<file path="src/rtl/alu_ctrl_decode.sv">
// alu_ctrl_decode: one-stage registered RV32I ALU control decoder with valid/ready handshake
module alu_ctrl_decode #(
    parameter int CNT_W = 16
) (
    input  logic             clk,
    input  logic             rst,
    input  logic [31:0]      instr,
    input  logic             in_valid,
    output logic             in_ready,
    output logic             out_valid,
    input  logic             out_ready,
    output logic [5:0]       alu_control,
    output logic [31:0]      imm,
    output logic             use_imm,
    output logic [4:0]       rs1,
    output logic [4:0]       rs2,
    output logic [4:0]       rd,
    output logic             reg_write,
    output logic             is_branch,
    output logic             illegal,
    output logic [CNT_W-1:0] dec_count
);
    localparam logic [6:0] OP_R = 7'b0110011;
    localparam logic [6:0] OP_I = 7'b0010011;
    localparam logic [6:0] OP_B = 7'b1100011;
    logic [6:0] op, f7;
    logic [2:0] f3;
    logic [5:0] r_alu, d_alu;
    logic [31:0] imm_i, imm_sh, imm_b, d_imm;
    logic d_ill, d_use_imm, d_reg_write, d_branch;
    assign op = instr[6:0];
    assign f3 = instr[14:12];
    assign f7 = instr[31:25];
    assign imm_i = {{20{instr[31]}}, instr[31:20]};
    assign imm_sh = {27'b0, instr[24:20]};
    assign imm_b = {{20{instr[31]}}, instr[7], instr[30:25], instr[11:8], 1'b0};
    assign in_ready = !out_valid || out_ready;
    always_comb begin
        r_alu = f3 == 3'd0 ? 6'd1 :
                f3 == 3'd1 ? 6'd3 :
                f3 == 3'd2 ? 6'd4 :
                f3 == 3'd3 ? 6'd5 :
                f3 == 3'd4 ? 6'd6 :
                f3 == 3'd5 ? 6'd7 :
                f3 == 3'd6 ? 6'd9 : 6'd10;
    end
    always_comb begin
        d_ill = 1'b1;
        d_alu = '0;
        d_imm = '0;
        case (op)
            OP_R: begin
                d_ill = !(f7 == 7'h00 || (f7 == 7'h20 && (f3 == 3'd0 || f3 == 3'd5)));
                d_alu = f7 == 7'h20 ? (f3 == 3'd0 ? 6'd2 : 6'd8) : r_alu;
            end
            OP_I: begin
                d_ill = (f3 == 3'd1 && f7 != 7'h00) || (f3 == 3'd5 && f7 != 7'h00 && f7 != 7'h20);
                d_alu = (f3 == 3'd5 && f7 == 7'h20) ? 6'd19 : 6'd11 + 6'(f3);
                d_imm = (f3 == 3'd1 || f3 == 3'd5) ? imm_sh : imm_i;
            end
            OP_B: begin
                d_ill = f3 == 3'd2 || f3 == 3'd3 || f3 == 3'd6 || f3 == 3'd7;
                d_alu = f3 == 3'd0 ? 6'd27 : f3 == 3'd1 ? 6'd28 : f3 == 3'd4 ? 6'd32 : 6'd31;
                d_imm = imm_b;
            end
            default: ;
        endcase
        d_use_imm = !d_ill && op == OP_I;
        d_reg_write = !d_ill && (op == OP_R || op == OP_I);
        d_branch = !d_ill && op == OP_B;
    end
    always_ff @(posedge clk) begin
        if (rst) begin
            out_valid <= 1'b0;
            alu_control <= '0;
            imm <= '0;
            use_imm <= 1'b0;
            rs1 <= '0;
            rs2 <= '0;
            rd <= '0;
            reg_write <= 1'b0;
            is_branch <= 1'b0;
            illegal <= 1'b0;
            dec_count <= '0;
        end else begin
            if (in_valid && in_ready) begin
                out_valid <= 1'b1;
                alu_control <= d_ill ? 6'd0 : d_alu;
                imm <= d_ill ? 32'd0 : d_imm;
                use_imm <= d_use_imm;
                rs1 <= instr[19:15];
                rs2 <= instr[24:20];
                rd <= instr[11:7];
                reg_write <= d_reg_write;
                is_branch <= d_branch;
                illegal <= d_ill;
            end else if (out_ready) begin
                out_valid <= 1'b0;
            end
            if (out_valid && out_ready) dec_count <= dec_count + 1'b1;
        end
    end
endmodule

</file>
<file path="config.mk">
export PLATFORM = sky130hd
export DESIGN_NAME = alu_ctrl_decode
export DESIGN_NICKNAME = d
export VERILOG_FILES = /design/src/rtl/alu_ctrl_decode.sv
export SDC_FILE = /design/constraint.sdc
export NUM_CORES = 1
export LEC_CHECK = 0
export CORE_ASPECT_RATIO = 0.8
export CORE_MARGIN = 2
export CORE_UTILIZATION = 50
export CTS_BUF_LIST = sky130_fd_sc_hd__clkbuf_4
export DETAILED_ROUTE_END_ITERATION = 8
export DONT_BUFFER_PORTS = 1
export PLACE_DENSITY_LB_ADDON = 0.3
export SYNTH_ARGS = -nofsm -noshare
export SYNTH_HDL_FRONTEND = slang
export SYNTH_SLANG_ARGS = --single-unit
</file>
<file path="constraint.sdc">
create_clock -name clk -period 3.4 [get_ports clk]
set_clock_uncertainty 0.05 [all_clocks]
set_input_delay 0.34 -clock clk [delete_from_list [all_inputs] [get_ports clk]]
set_output_delay 0.34 -clock clk [all_outputs]
set_load 0.01 [all_outputs]
</file>
==> results by group, run 1 <==
Synthesis
  – Number of distinct library cells after synthesis: 57
  – Number of synthesized flops with an enable pin: 0
  – Total number of yosys warnings: 0
  – Synth Register Bits: 55
  – Most instantiated flip-flop cell in the synthesis netlist: sky130_fd_sc_hd__dfxtp_1
  – Top area cells in the synthesized netlist: sky130_fd_sc_hd__dfxtp_1, sky130_fd_sc_hd__nand2_1, sky130_fd_sc_hd__buf_4, sky130_fd_sc_hd__a21oi_1, sky130_fd_sc_hd__a22o_1
  – Area leader, netlist: sky130_fd_sc_hd__dfxtp_1
  – Synthesized netlist cell count: 309
  – Syn_nets: 352
  – Syn Std Cell Area: 2770 um^2
  – Portion of synthesized cell area occupied by the leading cell type: 0.398
  – Proportion of synthesized flip-flops having asynchronous set or reset: 0
  – Sequential element share of the synthesized area: 0.398
  – Post-synthesis average cell area: 8.95 um^2

Clock network
  – Clock Pin Slew Worst Setup and Hold Paths: 0.16 ns
  – Max Buffers Root-to-Sink: 2
  – Hold Buf Count CTS: 1
  – Root buffer selected by CTS: sky130_fd_sc_hd__clkbuf_4
  – CTS tree: built
  – Number of resized instances in the post-cts repair step: 0
  – Clock sink count: 55
  – Setup bufs post-CTS: 0
  – CTS HTree Levels: 2
  – Number of CTS-inserted buffers: 5
  – Worst-skew pair later-pin latency: 0.36 ns

Detailed routing
  – Via count: 2,093
  – Uppermost routed layer: met4
  – DR DRC count: 0
  – WL met1: 2700 um
  – Sum of routed wire length over all layers: 6020 um
  – DRT Pass-1 Iters: 4
  – Met2 wire length: 2560 um
  – Routed wire per std cell: 17.3 um
  – Vias per std cell: 6.03
  – Routed length on met3: 679 um
  – Drt first-iter violations: 78
  – Final antenna-violating net count: 0

Timing
  – Final sum of negative setup slack: 0 ns
  – Final worst hold slack: 0.0327 ns
  – Max Transition Viols Final: 0
  – Post-layout minimum cycle time: 2.36 ns
  – Slew at the pin closest to its max-slew limit: 1.03 ns
  – Max-Slew Margin vs Limit: 0.312
  – Final period util: 0.695
  – Final worst setup slack: 1.04 ns
  – Final setup fails: 0
  – Max frequency: 423 MHz
  – Final Hold Violating Endpoints: 0
  – RSZ-0062 raised after global routing: false

Layout
  – Commonest non-fill, non-tap cell in the layout: sky130_fd_sc_hd__dfxtp_1
  – Finished Core Util: 0.495
  – Antenna fix cells: 0
  – Ratio of cells with drive above 1 in the final layout: 0.113
  – Layout Cell Area excl Fill: 2680 um^2
  – Finished Layout Cells: 347
  – Final-layout fill cell count: 533
  – Area growth syn-to-layout: -3.21%
  – Leading cell types in the layout, fill and taps excluded: sky130_fd_sc_hd__dfxtp_1, sky130_fd_sc_hd__nand2_1, sky130_fd_sc_hd__a21oi_1, sky130_fd_sc_hd__nor2_1
  – Number of nets at the end of the flow: 324

GRT
  – Global Route Usage Sum: 0.200
  – Overflow left after global routing: 0
  – Maximum number of pins on one net before global-route repair: 35
  – Number of antenna violations at the first check in global routing: 0
  – Wire length of the first global-routing pass: 9850 um
  – Number of global-route vias before repair: 2,023

Place
  – DP HPWL: 4240 um
  – Number of buffer cells added on primary ports: 0
  – Placed cell areas: 2580 um^2
  – GP Congestion: 0.863
  – Worst Setup Slack post-DPL: 1.03 ns
  – Cells after DPL: 338

Power and ir drop
  – Power density over the cells: 413 nW/um^2
  – Proportion of power drawn by flip-flops and latches: 0.609
  – Switch Pwr: 0.265 mW
  – Design internal power: 0.842 mW
  – Total power of the final layout: 1.11 mW
  – Largest vdd supply drop: 0.000193 V
  – Share of power burned in combinational logic: 0.076
  – Sw frac: 0.239
  – Leakage power: 0.968 nW
  – Power share of the clock group: 0.315

Floorplanning
  – # rows: 24
  – Die ar.: 6150 um^2
  – Horiz. Die Dim: 87.1 um
  – Die Y: 70.5 um
  – Number of top-level pins: 111
  – Area of the core: 5410 um^2
  – Starting density of the core: 0.512

Worst hold path
  – Hold depth: 2
  – Path class of the lowest-slack min-delay path: in2reg

Worst setup path
  – Endpoint class of the critical path: register
  – Critical path peak fanout: 19
  – Worst Path Required: 3.66 ns
  – Worst EP arrival: 2.62 ns
  – Cells on worst reg2reg path: 5
  – Type of element launching the critical path: register
  – Kind of critical path: reg2reg

Run status
  – Status: completed

Run
  – Max_cap viols: 0
area by class of cell:
cell class | count | area [um^2] | share of cell area
clock buffer | 5 | 37.5 | 0.0140
clock inverter | 3 | 38.8 | 0.0145
inverter | 10 | 37.5 | 0.0140
multi-input combinational | 208 | 1360 | 0.508
sequential | 55 | 1100 | 0.412
tap | 65 | 81.3 | 0.0304
timing repair buffer | 1 | 20.0 | 0.00748
logic make-up after synthesis:
group                      share of synthesized area
adders and majority gates                     0.0317
AOI/OAI and AO/OA                              0.202
and+or+nand+nor                                0.223
DFF                                            0.398
muxes                                        0.00362
xor gates and xnor gates                      0.0317
buffers and inverters                          0.110
state kept, by name, indices dropped and copies added (netlist names):
| register | count |
|---|---|
| rs1 | 5 |
| rs2 | 5 |
| rd | 5 |
| illegal | 1 |
| reg_write | 1 |
| is_branch | 1 |
| use_imm | 1 |
| alu_control | 6 |
| imm | 13 |
| dec_count | 16 |
| out_valid | 1 |
cell usage after synthesis, types with 2 or more instances:
library cell / count
sky130_fd_sc_hd__and3_1: 2
sky130_fd_sc_hd__inv_1: 10
sky130_fd_sc_hd__a32o_1: 8
sky130_fd_sc_hd__nor4_1: 2
sky130_fd_sc_hd__and3b_2: 2
sky130_fd_sc_hd__or2_2: 2
sky130_fd_sc_hd__o21ai_0: 11
sky130_fd_sc_hd__ha_1: 7
sky130_fd_sc_hd__o311ai_0: 2
sky130_fd_sc_hd__buf_6: 2
sky130_fd_sc_hd__nand4_1: 7
sky130_fd_sc_hd__nand3_1: 7
sky130_fd_sc_hd__clkbuf_1: 8
sky130_fd_sc_hd__nor2_1: 18
sky130_fd_sc_hd__nand2b_1: 3
sky130_fd_sc_hd__a22o_1: 11
sky130_fd_sc_hd__nor3b_2: 2
sky130_fd_sc_hd__dfxtp_1: 55
sky130_fd_sc_hd__a21oi_1: 27
sky130_fd_sc_hd__xnor2_1: 9
sky130_fd_sc_hd__or3_1: 6
sky130_fd_sc_hd__clkbuf_8: 2
sky130_fd_sc_hd__o21ai_1: 2
sky130_fd_sc_hd__and2_2: 2
sky130_fd_sc_hd__and2_1: 2
sky130_fd_sc_hd__nor3_1: 5
sky130_fd_sc_hd__a22o_2: 4
sky130_fd_sc_hd__nand2_1: 42
sky130_fd_sc_hd__buf_4: 20
sky130_fd_sc_hd__buf_2: 2
routing by layer:
| layer | vias up | GRT usage |
|---|---|---|
| met3 | 8 | 0.0792 |
| met5 | - | 0 |
| met4 | 0 | 0.0513 |
| met2 | 91 | 0.297 |
| met1 | 972 | 0.273 |
| li1 | 1022 | - |
path summary, 6_finish.rpt:
path / start / end / slack, ns
hold / removal: instr[10] / rd[3] / 0.03
hold reg to reg: use_imm / use_imm / 0.46
setup / recovery: out_valid / imm[30] / 1.04
setup reg to reg: out_valid / imm[30] / 1.04
power by group through the flow:
stage	Combinational, mW	Sequential (mW)	Clock (mW)
3_3_place_gp	0.0733	0.688	0
2_1_floorplan	0.0770	0.685	0
5_1_grt	0.0958	0.677	0.389
4_1_cts	0.0836	0.675	0.363
6_report	0.0836	0.674	0.349
3_5_place_dp	0.0750	0.688	0
worst max-delay path, stage by stage, from the launching register on:
cell and delay (ns):
sky130_fd_sc_hd__dfxtp_1 0.37, sky130_fd_sc_hd__nand2b_1 0.20, sky130_fd_sc_hd__nand2_1 0.41, sky130_fd_sc_hd__a31oi_1 0.31, sky130_fd_sc_hd__and3_1 0.68, sky130_fd_sc_hd__a32o_1 0.28
(Power assumes the default switching activity.)
==> run 2: changes to the inputs <==
- clock period: 3.4 -> 2.1 ns (I/O delays scaled with it)
==> run 2 against run 1 <==
Critical path depth stayed put. First-iteration DRC count is 13% higher. Critical path type unchanged. Sequential share of layout area is 3.8 points lower.
==> results by group, run 2 (synthesis results as in run 1) <==
Run status
  – Status: completed

Clock network
  – Number of resized instances in the post-cts repair step: 0 (unchanged)
  – CTS tree: built
  – Clock sink count: 55 (unchanged)
  – Max Buffers Root-to-Sink: 2 (unchanged)
  – Setup bufs post-CTS: 0 (unchanged)
  – CTS HTree Levels: 2 (unchanged)
  – Number of CTS-inserted buffers: 5 (unchanged)
  – Clock Pin Slew Worst Setup and Hold Paths: 0.15 ns (about the same)
  – Root buffer selected by CTS: sky130_fd_sc_hd__clkbuf_4
  – Worst-skew pair later-pin latency: 0.36 ns (about the same)

Worst setup path
  – Endpoint class of the critical path: register
  – Critical path buffer and inverter count: 0 (unchanged)
  – CP peak stage delay: 0.43 ns (-0.25 ns)
  – Standard cell with the maximum stage delay on the critical path: sky130_fd_sc_hd__dfxtp_1
  – Cells on worst reg2reg path: 5 (unchanged)
  – Cell-by-cell listing of the critical path: and2_1 -> nand4_2 -> nor4_1 -> xnor2_1 -> nor2_1
  – Worst Path Required: 2.32 ns (-1.34 ns)
  – Worst EP arrival: 1.98 ns (-0.64 ns)
  – Kind of critical path: reg2reg
  – Critical R2R Capture: dec_count[15]
  – Path length in cells of the critical path: 5 (unchanged)
  – Family of cells with the greatest summed delay on the critical path: simple AND/OR/NAND/NOR gates
  – Flop2flop setup slack: 0.35 ns (-0.69 ns)
  – Critical path peak fanout: 9 (-10)
  – Type of element launching the critical path: register
  – Launch instance of the worst register-to-register path: out_valid

Layout
  – Leading cell types in the layout, fill and taps excluded: sky130_fd_sc_hd__dfxtp_1, sky130_fd_sc_hd__nand2_1, sky130_fd_sc_hd__a21oi_1, sky130_fd_sc_hd__dlygate4sd3_1, sky130_fd_sc_hd__nor2_1
  – Area of the multi-input gates: 1360 um^2 (unchanged)
  – Commonest non-fill, non-tap cell in the layout: sky130_fd_sc_hd__dfxtp_1
  – Antenna fix cells: 0 (unchanged)
  – Finished Layout Cells: 378 (+8.9%)
  – Largest register by flop count: dec_count
  – Area growth syn-to-layout: 6.61%
  – Registers with the most flip-flops: dec_count x16, imm x13, alu_control x6
  – Sequential cell area: 1100 um^2 (unchanged)
  – Final-layout fill cell count: 499 (-6.4%)
  – Number of nets at the end of the flow: 355 (+9.6%)
  – Max reg flops: 16 (unchanged)
  – Ratio of cells with drive above 1 in the final layout: 0.131 (+0.0175)
  – Finished Core Util: 0.545 (+0.0502)
  – Layout Cell Area excl Fill: 2950 um^2 (+10%)

Run
  – Max_cap viols: 0 (unchanged)

GRT
  – Number of antenna violations at the first check in global routing: 0 (unchanged)
  – Maximum number of pins on one net before global-route repair: 35 (unchanged)
  – Overflow left after global routing: 0 (unchanged)
  – Met1 track demand over resource: 0.285 (+0.0119)
  – Global routing met2 resource utilization: 0.333 (+0.0365)
  – Number of global-route vias before repair: 2,237 (+11%)
  – Met3 Use GR: 0.0709 (-0.00827)
  – Wire length of the first global-routing pass: 10,400 um (+6.1%)
  – GR peak layer: met2
  – Global Route Usage Sum: 0.214 (+0.0137)

Place
  – GP Congestion: 0.955 (+11%)
  – Cells after DPL: 346 (+2.4%)
  – DP HPWL: 4310 um (+1.7%)
  – Placed cell areas: 2640 um^2 (+2.3%)
  – Number of buffer cells added on primary ports: 0 (unchanged)

Detailed routing
  – Vias per std cell: 5.86 (-2.8%)
  – Final antenna-violating net count: 0 (unchanged)
  – Drt first-iter violations: 88 (+13%)
  – DR DRC count: 0 (unchanged)
  – DRT Pass-1 Iters: 4 (unchanged)
  – Via count: 2,216 (+5.9%)
  – Routed wire per std cell: 16.7 um (-4.0%)
  – Sum of routed wire length over all layers: 6300 um (+4.6%)

Floorplanning
  – Die Y: 70.5 um (unchanged)
  – Die ar.: 6150 um^2 (unchanged)
  – Area of the core: 5410 um^2 (unchanged)
  – Starting density of the core: 0.512 (unchanged)
  – Horiz. Die Dim: 87.1 um (unchanged)
  – # rows: 24 (unchanged)
  – Number of top-level pins: 111 (unchanged)

Power and ir drop
  – Largest vdd supply drop: 0.000360 V (+86%)
  – Power density over the cells: 586 nW/um^2 (+42%)
  – Leakage power: 1.09 nW (+13%)

Timing
  – Final period util: 0.835 (+0.140)
  – Post-layout minimum cycle time: 1.75 ns (-0.608 ns)
  – Final Hold Violating Endpoints: 0 (unchanged)
  – Final worst hold slack: 0.0268 ns (-0.00592 ns)
  – Slew at the pin closest to its max-slew limit: 0.976 ns (-0.0560 ns)
  – Max-Slew Margin vs Limit: 0.344 (+0.0318)
  – Max Transition Viols Final: 0 (unchanged)
  – Final sum of negative setup slack: 0 ns (unchanged)
  – RSZ-0062 raised after global routing: false
  – Max frequency: 570 MHz (+35%)
  – Final setup fails: 0 (unchanged)

Worst hold path
  – Hold Crit Endpoint: imm[3]
  – Path class of the lowest-slack min-delay path: in2reg
  – Worst Hold Launch: instr[23]
  – Hold depth: 2 (unchanged)
## run 2: changes by cell type in the layout (fill, tap and decap cells not counted), sizes merged
cell,delta
buf,+8
bufinv,-1
clkbuf,+1
clkinv,-1
clkinvlp,+1
dlygate4sd3,+23
## run 2: where the power goes
group	switching (mW)	internal (mW)	leakage (nW)
sequential	0.0264	1.07	0.447
clock	0.316	0.143	0.0317
combinational	0.0933	0.0845	0.616
total	0.436	1.29	1.09
## run 2: per-layer routing
layer	vias up	routed length, um
met5	-	0
met4	0	70
met3	7	572
met2	87	2850
met1	1037	2810
li1	1085	-
## run 2: layout make-up
class                      instances  area share
multi-input combinational        208       0.461
sequential                        55       0.374
tap                               65      0.0276
timing repair buffer              32       0.105
clock inverter                     2     0.00424
inverter                          10      0.0127
clock buffer                       6      0.0153
## run 2: metrics by stage
stage	worst slack (ns)	total power, mW
3_3_place_gp	0.269	1.24
2_1_floorplan	0.377	1.23
3_5_place_dp	0.206	1.24
6_report	0.347	1.73
4_1_cts	0.348	1.75
5_1_grt	0.143	1.81
## run 2: worst max-delay path by stage
stage	slack (ns)	end	startpoint
global route	0.14	dec_count[15]	out_valid
finish	0.35	dec_count[15]	out_valid
global placement	0.27	imm[5]	instr[13]
detailed placement	0.21	imm[8]	instr[13]
CTS	0.35	dec_count[15]	out_valid
floorplan	0.38	alu_control[5]	instr[13]
## run 2: what timing repair did
| item | 4_1_cts | 5_1_grt |
|---|---|---|
| setup endpoints to repair | 0 | 0 |
| hold buffers | 24 | 0 |
| hold endpoints to repair | 42 | 0 |
==> run 3: changes to the inputs <==
- clock period: 2.1 -> 1.8 ns (I/O delays scaled with it)
==> run 3 against run 2 <==
Setup slack worse by 0.15 ns. Die area stayed put. Wire length is 1.2% higher. Global-route usage is 0.28 points lower. Power is 34% higher. Maximum frequency is 9.5% higher. Utilization is 3.6 points higher. Combinational power is 34% higher. Sequential cell count stayed put. Register-to-register slack worse by 0.15 ns. Cell count is 4.0% higher. Count of clock-buffer cells in the layout is 1 lower. Critical endpoint is now dec_count[9]. Largest cell class unchanged.
==> results by group, run 3 (synthesis results as in run 1) <==
Timing
  – Max Transition Viols Final: 0 (unchanged)
  – Final Hold Violating Endpoints: 0 (unchanged)
  – RSZ-0062 raised after global routing: false
  – Max frequency: 625 MHz (+9.5%)
  – Final sum of negative setup slack: 0 ns (unchanged)
  – Final worst setup slack: 0.199 ns (-0.148 ns)
  – Post-layout minimum cycle time: 1.60 ns (-0.152 ns)
  – Final period util: 0.889 (+0.0546)
  – Final worst hold slack: 0.0192 ns (-0.00754 ns)
  – Slew at the pin closest to its max-slew limit: 0.551 ns (-0.424 ns)
  – Max-Slew Margin vs Limit: 0.635 (+0.291)
  – Final setup fails: 0 (unchanged)

Detailed routing
  – Vias per std cell: 5.80 (-1.0%)
  – Via count: 2,280 (+2.9%)
  – Drt first-iter violations: 76 (-14%)
  – Sum of routed wire length over all layers: 6380 um (+1.2%)
  – DRT Pass-1 Iters: 4 (unchanged)
  – Routed wire per std cell: 16.2 um (-2.6%)
  – DR DRC count: 0 (unchanged)
  – Final antenna-violating net count: 0 (unchanged)

Floorplanning
  – Die Y: 70.5 um (unchanged)
  – Die ar.: 6150 um^2 (unchanged)
  – Horiz. Die Dim: 87.1 um (unchanged)
  – Starting density of the core: 0.512 (unchanged)
  – Number of top-level pins: 111 (unchanged)
  – Area of the core: 5410 um^2 (unchanged)
  – # rows: 24 (unchanged)

Run status
  – Status: completed

Worst hold path
  – Path class of the lowest-slack min-delay path: in2reg

Layout
  – Ratio of cells with drive above 1 in the final layout: 0.168 (+0.0367)
  – Antenna fix cells: 0 (unchanged)
  – Largest register by flop count: dec_count
  – Registers with the most flip-flops: dec_count x16, imm x13, alu_control x6
  – Leading cell types in the layout, fill and taps excluded: sky130_fd_sc_hd__dfxtp_1, sky130_fd_sc_hd__nand2_1, sky130_fd_sc_hd__a21oi_1, sky130_fd_sc_hd__dlygate4sd3_1, sky130_fd_sc_hd__buf_4
  – Number of nets at the end of the flow: 370 (+4.2%)
  – Finished Layout Cells: 393 (+4.0%)
  – Commonest non-fill, non-tap cell in the layout: sky130_fd_sc_hd__dfxtp_1
  – Max reg flops: 16 (unchanged)
  – Area growth syn-to-layout: 13.7%

Clock network
  – CTS tree: built
  – Clock sink count: 55 (unchanged)
  – Clock Pin Slew Worst Setup and Hold Paths: 0.16 ns (about the same)
  – Max Buffers Root-to-Sink: 2 (unchanged)
  – CTS HTree Levels: 2 (unchanged)
  – Setup bufs post-CTS: 0 (unchanged)
  – Number of CTS-inserted buffers: 5 (unchanged)
  – Worst-skew pair later-pin latency: 0.37 ns (about the same)
  – Root buffer selected by CTS: sky130_fd_sc_hd__clkbuf_4

GRT
  – Wire length of the first global-routing pass: 10,400 um (-0.92%)
  – Maximum number of pins on one net before global-route repair: 35 (unchanged)
  – Number of global-route vias before repair: 2,199 (-1.7%)
  – Overflow left after global routing: 0 (unchanged)
  – Global Route Usage Sum: 0.211 (-0.00283)
  – Number of antenna violations at the first check in global routing: 0 (unchanged)

Run
  – Max_cap viols: 0 (unchanged)

Place
  – Number of buffer cells added on primary ports: 0 (unchanged)
  – Cells after DPL: 359 (+3.8%)
  – GP Congestion: 0.886 (-7.2%)
  – DP HPWL: 4490 um (+4.1%)
  – Worst Setup Slack post-DPL: 0.0545 ns (-0.151 ns)

Power and ir drop
  – Total power of the final layout: 2.32 mW (+34%)
  – Power density over the cells: 739 nW/um^2 (+26%)
  – Largest vdd supply drop: 0.000374 V (+3.7%)
  – Leakage power: 1.20 nW (+9.3%)

Worst setup path
  – Kind of critical path: reg2reg
  – Critical path buffer and inverter count: 1 (+1)
  – CP peak stage delay: 0.42 ns (about the same)
  – Worst EP arrival: 1.87 ns (-0.11 ns)
  – Worst Path Required: 2.06 ns (-0.26 ns)
  – Family of cells with the greatest summed delay on the critical path: simple AND/OR/NAND/NOR gates
  – Cell-by-cell listing of the critical path: and2_1 -> nand4_2 -> buf_4 -> or3_1 -> a21oi_1
  – Endpoint class of the critical path: register
  – Standard cell with the maximum stage delay on the critical path: sky130_fd_sc_hd__dfxtp_1
  – Critical path peak fanout: 7 (-2)
  – Type of element launching the critical path: register
## run 3: cell count changes in the layout (fill, tap and decap cells not counted), sizes merged
cell         delta
clkinv          -1
bufinv          +2
dlygate4sd3     +2
clkbuf          -1
buf            +13
## run 3: path summary, 6_finish.rpt
check                           slack [ns]  startpoint  cells after the start            to
worst max-delay path                  0.20   out_valid                      5  dec_count[9]
worst min-delay path                  0.02   instr[31]                      2       imm[11]
worst max register to register        0.20   out_valid                      5  dec_count[9]
worst min register to register        0.43     imm[30]                      1       imm[30]
## run 3: layer usage
| layer | up-vias | GRT usage | wire length (um) |
|---|---|---|---|
| met5 | - | 0 | 0 |
| met4 | 0 | 0.0513 | 51 |
| met3 | 5 | 0.0733 | 543 |
| met2 | 78 | 0.330 | 2920 |
| met1 | 1089 | 0.281 | 2860 |
| li1 | 1108 | - | - |
## run 3: layout make-up
| cell class | count | area [um^2] |
|---|---|---|
| clock inverter | 3 | 67.6 |
| sequential | 55 | 1100 |
| timing repair buffer | 47 | 453 |
| fill | 492 | 2260 |
| clock buffer | 5 | 37.5 |
| inverter | 10 | 37.5 |
| tap | 65 | 81.3 |
| multi-input combinational | 208 | 1360 |
## run 3: repair_timing
| action | CTS | global route |
|---|---|---|
| endpoints found under the hold margin | 47 | 1 |
| endpoints found under the setup margin | 0 | 2 |
| gates resized for setup | 0 | 1 |
| hold buffers | 25 | 1 |
## run 3: power by group
group / switching [mW] / internal, mW / leakage, nW
combinational: 0.122 / 0.117 / 0.699
clock: 0.380 / 0.432 / 0.0514
sequential: 0.0282 / 1.24 / 0.447
total: 0.531 / 1.79 / 1.20
## run 3: through the flow
step	area (um^2)	util
floorplan	2770	-
global placement	2760	0.511
detailed placement	2760	0.511
CTS	3130	0.579
global route	3140	0.581
finish	3140	0.581
